[src/rtl/ps2_host_tx.sv]
`default_nettype none
// ============================================================================
// Module   : ps2_host_tx
// Purpose  : Host-to-device PS/2 transmitter. Sends one command byte to a
//            keyboard or mouse using the inhibit / request-to-send /
//            device-clocked frame, and checks the device's ack bit.
// Revision : 1.0 - initial release
// ----------------------------------------------------------------------------
// Ports
//   clk         in   system clock, single domain
//   reset       in   synchronous reset, active-high
//   tx_data     in   [7:0] byte to send, sampled when tx_strb is accepted
//   tx_strb     in   one-cycle start request, accepted only when idle
//   tx_busy     out  transfer in progress (PS/2 receiver must ignore the bus)
//   tx_done     out  one-cycle pulse on return to idle (any outcome)
//   tx_ack_err  out  device did not ack, sticky until the next accepted start
//   tx_timeout  out  device clock / bus-idle timeout, sticky likewise
//   ps2_clk_i   in   PS/2 clock pad input (asynchronous)
//   ps2_dat_i   in   PS/2 data pad input (asynchronous)
//   ps2_clk_oe  out  1 = pull the clock pad low, 0 = release
//   ps2_dat_oe  out  1 = pull the data pad low, 0 = release
// ============================================================================
module ps2_host_tx #(
  parameter int INHIBIT_CYCLES = 6000,
  parameter int TIMEOUT_CYCLES = 96000
) (
  input  logic       clk,
  input  logic       reset,
  input  logic [7:0] tx_data,
  input  logic       tx_strb,
  output logic       tx_busy,
  output logic       tx_done,
  output logic       tx_ack_err,
  output logic       tx_timeout,
  input  logic       ps2_clk_i,
  input  logic       ps2_dat_i,
  output logic       ps2_clk_oe,
  output logic       ps2_dat_oe
);

  // --------------------------------------------------------------------------
  // Constants
  // --------------------------------------------------------------------------
  localparam int INH_W = (INHIBIT_CYCLES > 1) ? $clog2(INHIBIT_CYCLES) : 1;
  localparam logic [INH_W-1:0] INH_LAST = INH_W'(INHIBIT_CYCLES - 1);
  localparam logic [16:0]      TO_LAST  = 17'(TIMEOUT_CYCLES - 1);
  localparam logic [3:0]       LAST_BIT = 4'd9;  // stop-bit slot

  localparam logic [2:0] ST_IDLE      = 3'd0;
  localparam logic [2:0] ST_INHIBIT   = 3'd1;
  localparam logic [2:0] ST_RTS       = 3'd2;
  localparam logic [2:0] ST_DATA      = 3'd3;
  localparam logic [2:0] ST_ACK       = 3'd4;
  localparam logic [2:0] ST_WAIT_IDLE = 3'd5;

  // --------------------------------------------------------------------------
  // Pad synchronizers and falling-edge detect
  // --------------------------------------------------------------------------
  logic clk_s1_q, clk_s2_q, clk_prev_q;
  logic dat_s1_q, dat_s2_q;
  logic fall_q, fall_d;

  // Registered edge flag: pad edge to fall_q is three clk cycles.
  always_comb begin
    fall_d = clk_prev_q & ~clk_s2_q;
  end

  // Synchronizers reset to the idle-bus level so leaving reset never looks
  // like a clock edge.
  always_ff @(posedge clk) begin
    if (reset) begin
      clk_s1_q   <= 1'b1;
      clk_s2_q   <= 1'b1;
      clk_prev_q <= 1'b1;
      dat_s1_q   <= 1'b1;
      dat_s2_q   <= 1'b1;
      fall_q     <= 1'b0;
    end else begin
      clk_s1_q   <= ps2_clk_i;
      clk_s2_q   <= clk_s1_q;
      clk_prev_q <= clk_s2_q;
      dat_s1_q   <= ps2_dat_i;
      dat_s2_q   <= dat_s1_q;
      fall_q     <= fall_d;
    end
  end

  // --------------------------------------------------------------------------
  // State and datapath registers
  // --------------------------------------------------------------------------
  logic [2:0]       state_q,     state_d;
  logic [INH_W-1:0] inh_cnt_q,   inh_cnt_d;
  logic [3:0]       bit_cnt_q,   bit_cnt_d;
  logic [8:0]       shift_q,     shift_d;      // {parity, data}
  logic [16:0]      to_cnt_q,    to_cnt_d;
  logic             idle_seen_q, idle_seen_d;  // bus seen idle last cycle
  logic             busy_q,      busy_d;
  logic             done_q,      done_d;
  logic             ack_err_q,   ack_err_d;
  logic             timeout_q,   timeout_d;
  logic             clk_oe_q,    clk_oe_d;
  logic             dat_oe_q,    dat_oe_d;

  // Shared transition conditions
  logic in_device_phase;
  logic inh_term;
  logic to_expire;
  logic bus_idle;

  always_comb begin
    in_device_phase = (state_q == ST_DATA) || (state_q == ST_ACK) ||
                      (state_q == ST_WAIT_IDLE);
    inh_term        = (inh_cnt_q == INH_LAST);
    to_expire       = in_device_phase && (to_cnt_q == TO_LAST);
    bus_idle        = clk_s2_q & dat_s2_q;
  end

  // --------------------------------------------------------------------------
  // Process 1: state register (plus the registered outputs and datapath)
  // --------------------------------------------------------------------------
  always_ff @(posedge clk) begin
    if (reset) begin
      state_q     <= ST_IDLE;
      inh_cnt_q   <= '0;
      bit_cnt_q   <= '0;
      shift_q     <= '0;
      to_cnt_q    <= '0;
      idle_seen_q <= 1'b0;
      busy_q      <= 1'b0;
      done_q      <= 1'b0;
      ack_err_q   <= 1'b0;
      timeout_q   <= 1'b0;
      clk_oe_q    <= 1'b0;
      dat_oe_q    <= 1'b0;
    end else begin
      state_q     <= state_d;
      inh_cnt_q   <= inh_cnt_d;
      bit_cnt_q   <= bit_cnt_d;
      shift_q     <= shift_d;
      to_cnt_q    <= to_cnt_d;
      idle_seen_q <= idle_seen_d;
      busy_q      <= busy_d;
      done_q      <= done_d;
      ack_err_q   <= ack_err_d;
      timeout_q   <= timeout_d;
      clk_oe_q    <= clk_oe_d;
      dat_oe_q    <= dat_oe_d;
    end
  end

  // --------------------------------------------------------------------------
  // Process 2: next-state logic
  // --------------------------------------------------------------------------
  always_comb begin
    state_d = state_q;
    unique case (state_q)
      ST_IDLE:      if (tx_strb) state_d = ST_INHIBIT;
      ST_INHIBIT:   if (inh_term) state_d = ST_RTS;
      ST_RTS:       state_d = ST_DATA;
      // Timeout is checked first so it wins over a simultaneous fall.
      ST_DATA: begin
        if (to_expire)                             state_d = ST_IDLE;
        else if (fall_q && (bit_cnt_q == LAST_BIT)) state_d = ST_ACK;
      end
      ST_ACK: begin
        if (to_expire)   state_d = ST_IDLE;
        else if (fall_q) state_d = ST_WAIT_IDLE;
      end
      ST_WAIT_IDLE: begin
        if (to_expire)                     state_d = ST_IDLE;
        else if (bus_idle && idle_seen_q)  state_d = ST_IDLE;
      end
      default:      state_d = ST_IDLE;
    endcase
  end

  // --------------------------------------------------------------------------
  // Process 3: output and datapath next values
  // --------------------------------------------------------------------------
  always_comb begin
    inh_cnt_d   = inh_cnt_q;
    bit_cnt_d   = bit_cnt_q;
    shift_d     = shift_q;
    to_cnt_d    = to_cnt_q;
    idle_seen_d = idle_seen_q;
    busy_d      = busy_q;
    done_d      = 1'b0;
    ack_err_d   = ack_err_q;
    timeout_d   = timeout_q;
    clk_oe_d    = clk_oe_q;
    dat_oe_d    = dat_oe_q;

    unique case (state_q)
      ST_IDLE: begin
        busy_d   = 1'b0;
        clk_oe_d = 1'b0;
        dat_oe_d = 1'b0;
        if (tx_strb) begin
          // Odd parity: the parity bit makes the 9-bit total an odd count.
          shift_d   = {~^tx_data, tx_data};
          ack_err_d = 1'b0;
          timeout_d = 1'b0;
          busy_d    = 1'b1;
          clk_oe_d  = 1'b1;
          inh_cnt_d = '0;
        end
      end

      ST_INHIBIT: begin
        inh_cnt_d = inh_cnt_q + INH_W'(1);
        if (inh_term) begin
          dat_oe_d  = 1'b1;  // start bit (0) while clock is still held
          bit_cnt_d = '0;
        end
      end

      ST_RTS: begin
        clk_oe_d    = 1'b0;  // hand the clock to the device
        to_cnt_d    = '0;
        idle_seen_d = 1'b0;
      end

      ST_DATA, ST_ACK, ST_WAIT_IDLE: begin
        to_cnt_d = fall_q ? 17'd0 : (to_cnt_q + 17'd1);
        if (to_expire) begin
          clk_oe_d  = 1'b0;
          dat_oe_d  = 1'b0;
          timeout_d = 1'b1;
          done_d    = 1'b1;
          busy_d    = 1'b0;
        end else if (state_q == ST_DATA) begin
          if (fall_q) begin
            if (bit_cnt_q == LAST_BIT) begin
              dat_oe_d = 1'b0;  // stop bit: release, line floats high
            end else begin
              dat_oe_d  = ~shift_q[bit_cnt_q];
              bit_cnt_d = bit_cnt_q + 4'd1;
            end
          end
        end else if (state_q == ST_ACK) begin
          dat_oe_d = 1'b0;
          if (fall_q) begin
            if (dat_s2_q) ack_err_d = 1'b1;
            idle_seen_d = 1'b0;
          end
        end else begin
          // Bus must read idle on two consecutive cycles before finishing.
          if (bus_idle) begin
            if (idle_seen_q) begin
              done_d = 1'b1;
              busy_d = 1'b0;
            end else begin
              idle_seen_d = 1'b1;
            end
          end else begin
            idle_seen_d = 1'b0;
          end
        end
      end

      default: begin
        clk_oe_d = 1'b0;
        dat_oe_d = 1'b0;
        busy_d   = 1'b0;
      end
    endcase
  end

  // --------------------------------------------------------------------------
  // Outputs (all registered)
  // --------------------------------------------------------------------------
  assign tx_busy    = busy_q;
  assign tx_done    = done_q;
  assign tx_ack_err = ack_err_q;
  assign tx_timeout = timeout_q;
  assign ps2_clk_oe = clk_oe_q;
  assign ps2_dat_oe = dat_oe_q;

endmodule
`default_nettype wire

[config.mk]
export PLATFORM = sky130hd
export DESIGN_NAME = ps2_host_tx
export DESIGN_NICKNAME = d
export VERILOG_FILES = /design/src/rtl/ps2_host_tx.sv
export SDC_FILE = /design/constraint.sdc
export NUM_CORES = 1
export LEC_CHECK = 0
export ABC_CLOCK_PERIOD_IN_PS = 4100
export CAP_MARGIN = 20
export CORE_UTILIZATION = 64
export DETAILED_ROUTE_END_ITERATION = 12
export PLACE_DENSITY = 0.85
export SYNTH_ARGS = -nofsm -noshare
export SYNTH_HDL_FRONTEND = slang
export SYNTH_SLANG_ARGS = --single-unit
[constraint.sdc]
create_clock -name clk -period 4.1 [get_ports clk]
set_clock_uncertainty 0.2 [all_clocks]
set_input_delay 0.82 -clock clk [delete_from_list [all_inputs] [get_ports clk]]
set_output_delay 0.82 -clock clk [all_outputs]
set_load 0.01 [all_outputs]
==> impl_metrics.env <==
export IMPL_status="finished clean"
export IMPL_timing_final_crit_share=0.6816
export IMPL_netlist_top_cells_area="dfxtp_1 38%, a21oi_1 7.1%, nand2_1 5.9%"
export IMPL_cts_max_level=3
export IMPL_clk_path_buf_depth=2
export IMPL_grt_usage=0.2664
export IMPL_fillerInstances=325
export IMPL_cts_post_setup_buffers_inserted=0
export IMPL_core_area_mm2=0.004504
export IMPL_die_x_um=71.56
export IMPL_post_route_min_period_ps=2794
export IMPL_met2WireLength_mm=3.031
export IMPL_area_growth_pct=10.67
export IMPL_avgRoutedWirePerCell_um=14.31
export IMPL_ir_drop_mv=0.2396
export IMPL_num_rows=24
export IMPL_clkPwrFrac=0.444
export IMPL_startpoint_type="flip-flop"
export IMPL_cts_sinks=59
export IMPL_leakagePower_nw=1.139
export IMPL_start_util=0.6875
export IMPL_post_drt_via_cell_ratio=6.174
export IMPL_synth_common_cells="59 x dfxtp_1, 49 x nand2_1, 47 x nor2_1"
export IMPL_ant_nets=0
export IMPL_synth_warnings=0
export IMPL_cts_tree="done"
export IMPL_worstHoldPathType="flip-flop to flip-flop"
export IMPL_timing_final_max_slew_violations=0
export IMPL_crit_type="flip-flop to flip-flop"
export IMPL_syn_mean_instance_area_um2=8.085
export IMPL_ys_ff_latch=59
export IMPL_grt_pass1_vias=2407
export IMPL_switching_share=0.2374
export IMPL_num_vias=2766
export IMPL_finalHoldViolCount=0
export IMPL_p_switching_uw=310.6
export IMPL_fmax_ghz=0.3579
export IMPL_setup_viol=0
export IMPL_syn_area_mm2=0.003097
export IMPL_clk_pin_slew_ps=60
export IMPL_dr_max_layer_used="met4"
export IMPL_dieArea_mm2=0.005121
export IMPL_max_cap_violations=0
export IMPL_cts_root_buf="clkbuf_8"
export IMPL_drive_gt1_frac=0.1086
export IMPL_multi_input_area_mm2=0.001749
export IMPL_placed_cell_area_mm2=0.003212
export IMPL_synth_top_area_frac=0.3814
export IMPL_ys_seq_area_frac=0.3814
export IMPL_dr_wl_met3_um=354
export IMPL_dr_pass1_iters=5
export IMPL_gp_congestion=0.8963
export IMPL_cp_end_kind="flip-flop"
export IMPL_cp_data_arrival_time_ps=2830
export IMPL_fp_dieH_um=71.56
export IMPL_p_comb_frac=0.099
export IMPL_io_pin_count=19
export IMPL_tightest_slew_ps=1042
export IMPL_critPathRequiredTime_ps=4140
export IMPL_port_buffers=18
export IMPL_yosysTopAreaCell="dfxtp_1"
export IMPL_power_frac_seq=0.458
export IMPL_rsz0062_at_grt="no"
export IMPL_synth_nets=400
export IMPL_dp_hpwl_mm=4.176
export IMPL_antennaDiodeCount=0
export IMPL_fin_area_mm2=0.003427
export IMPL_finalSetupTns_ps=0
export IMPL_insertion_delay_ps=340
export IMPL_final_nets=409
export IMPL_ys_async_sr_fraction=0
export IMPL_drt_iter0_drc=311
export IMPL_synth_enable_flop_cells=0
export IMPL_overflow=0
export IMPL_antenna_found_initial=0
export IMPL_p_per_area_mw_per_mm2=381.8
export IMPL_maxSlewHeadroom=0.3051
export IMPL_numCtsBuffers=9
export IMPL_drc_errors=0
export IMPL_synth_top_flop_cell="dfxtp_1"
export IMPL_intPower_uw=997.7
export IMPL_synthDistinctLibCells=58
export IMPL_ctsResizeCount=0
export IMPL_hold_buffers=0
export IMPL_yosysMostFrequentCell="dfxtp_1"
export IMPL_finalWirelength_mm=6.409
export IMPL_postSynthCellCount=383
export IMPL_grt_start_max_net_pins=63
export IMPL_grt_pass1_wl_mm=10.78
export IMPL_critPathMaxFanout=14
export IMPL_regArea_mm2=0.001181
export IMPL_met1_length_mm=2.952
[flip-flops by register name, summed over array words and instances, names as in the netlist, 3 cells and up]
| name | flops |
|---|---|
| shift_q | 9 |
| bit_cnt_q | 4 |
| to_cnt_q | 17 |
| inh_cnt_q | 13 |
| state_q | 3 |
[critical path, stage by stage (launching register included)]
cell	delay [ps]
dfxtp_1	560
or2b_2	380
o21ai_1	330
nor2b_1	720
o21ai_0	190
a311oi_1	300
[logic make-up (layout without fill, tap and decap cells)]
logic type      after synthesis  in the layout  share of synthesized area
simple gates                180            180                     0.3002
fa+ha+maj                     4              4                    0.01616
flops                        59             59                     0.3814
buf+inv                      28             41                    0.05374
mux                           9              9                    0.03879
compound gates               96             96                     0.1899
xor+xnor                      7              7                    0.01980
[layer usage]
layer  up-vias  GRT usage
li1       1387          -
met1      1286     0.3396
met2        83     0.4402
met3        10    0.08158
met4         0    0.07407
met5         -          0
[power groups by stage]
stage | Combinational (mW) | Clock [mW] | Sequential (mW)
2_1_floorplan | 0.0977 | 0 | 0.611
3_3_place_gp | 0.126 | 0 | 0.611
3_5_place_dp | 0.128 | 0 | 0.611
4_1_cts | 0.129 | 0.588 | 0.598
5_1_grt | 0.143 | 0.612 | 0.600
6_report | 0.129 | 0.580 | 0.599
[layout by cell type, fill, tap and decap left out, types with 4 or more instances in the layout]
| cell type | instances |
|---|---|
| dfxtp_1 | 59 |
| and3_1 | 6 |
| clkdlybuf4s50_1 | 17 |
| or2_2 | 8 |
| nor2_1 | 47 |
| clkbuf_8 | 10 |
| nand2b_1 | 7 |
| a21oi_1 | 44 |
| nand2_1 | 49 |
| inv_1 | 5 |
| mux2_2 | 4 |
| nand4_1 | 5 |
| a31oi_1 | 4 |
| nand3_1 | 13 |
| ha_1 | 4 |
| nand4b_1 | 4 |
| xnor2_1 | 7 |
| a311oi_1 | 9 |
| o21ai_0 | 15 |
| nor4_1 | 4 |
| nor3_1 | 13 |
[final cells by class]
cell class,instances,area share
well taps,52,0.01899
multi-input cells,296,0.5104
repair buffers,21,0.05769
inverters,5,0.005476
clock inverters,5,0.02264
clock buffers,10,0.04016
flip-flops and latches,59,0.3447
[metrics by stage]
step | power, mW | util | setup slack, ps | std cells | hold WS, ps
2_1_floorplan | 0.7084 | - | 1730 | 383 | 189.5
5_1_grt | 1.355 | 0.7608 | 982.6 | 448 | 226.1
3_5_place_dp | 0.7391 | 0.7131 | 1355 | 433 | 196.5
4_1_cts | 1.316 | 0.7608 | 1328 | 448 | 210.9
6_report | 1.308 | 0.7608 | 1306 | 448 | 207.6
3_3_place_gp | 0.7368 | 0.7131 | 1430 | 433 | 191.2
[final timing paths]
| check | startpoint | endpoint | cells after the start | slack [ps] |
|---|---|---|---|---|
| setup / recovery | state_q[1]$_SDFFE_PP0P_ | to_cnt_q[13]$_SDFFE_PP0P_ | 5 | 1310 |
| hold / removal | dat_s1_q$_SDFF_PP1_ | dat_s2_q$_SDFF_PP1_ | 1 | 210 |
| setup reg to reg | state_q[1]$_SDFFE_PP0P_ | to_cnt_q[13]$_SDFFE_PP0P_ | 5 | 1310 |
| hold reg to reg | dat_s1_q$_SDFF_PP1_ | dat_s2_q$_SDFF_PP1_ | 1 | 210 |
No activity file was read; power rests on OpenSTA's default activity.
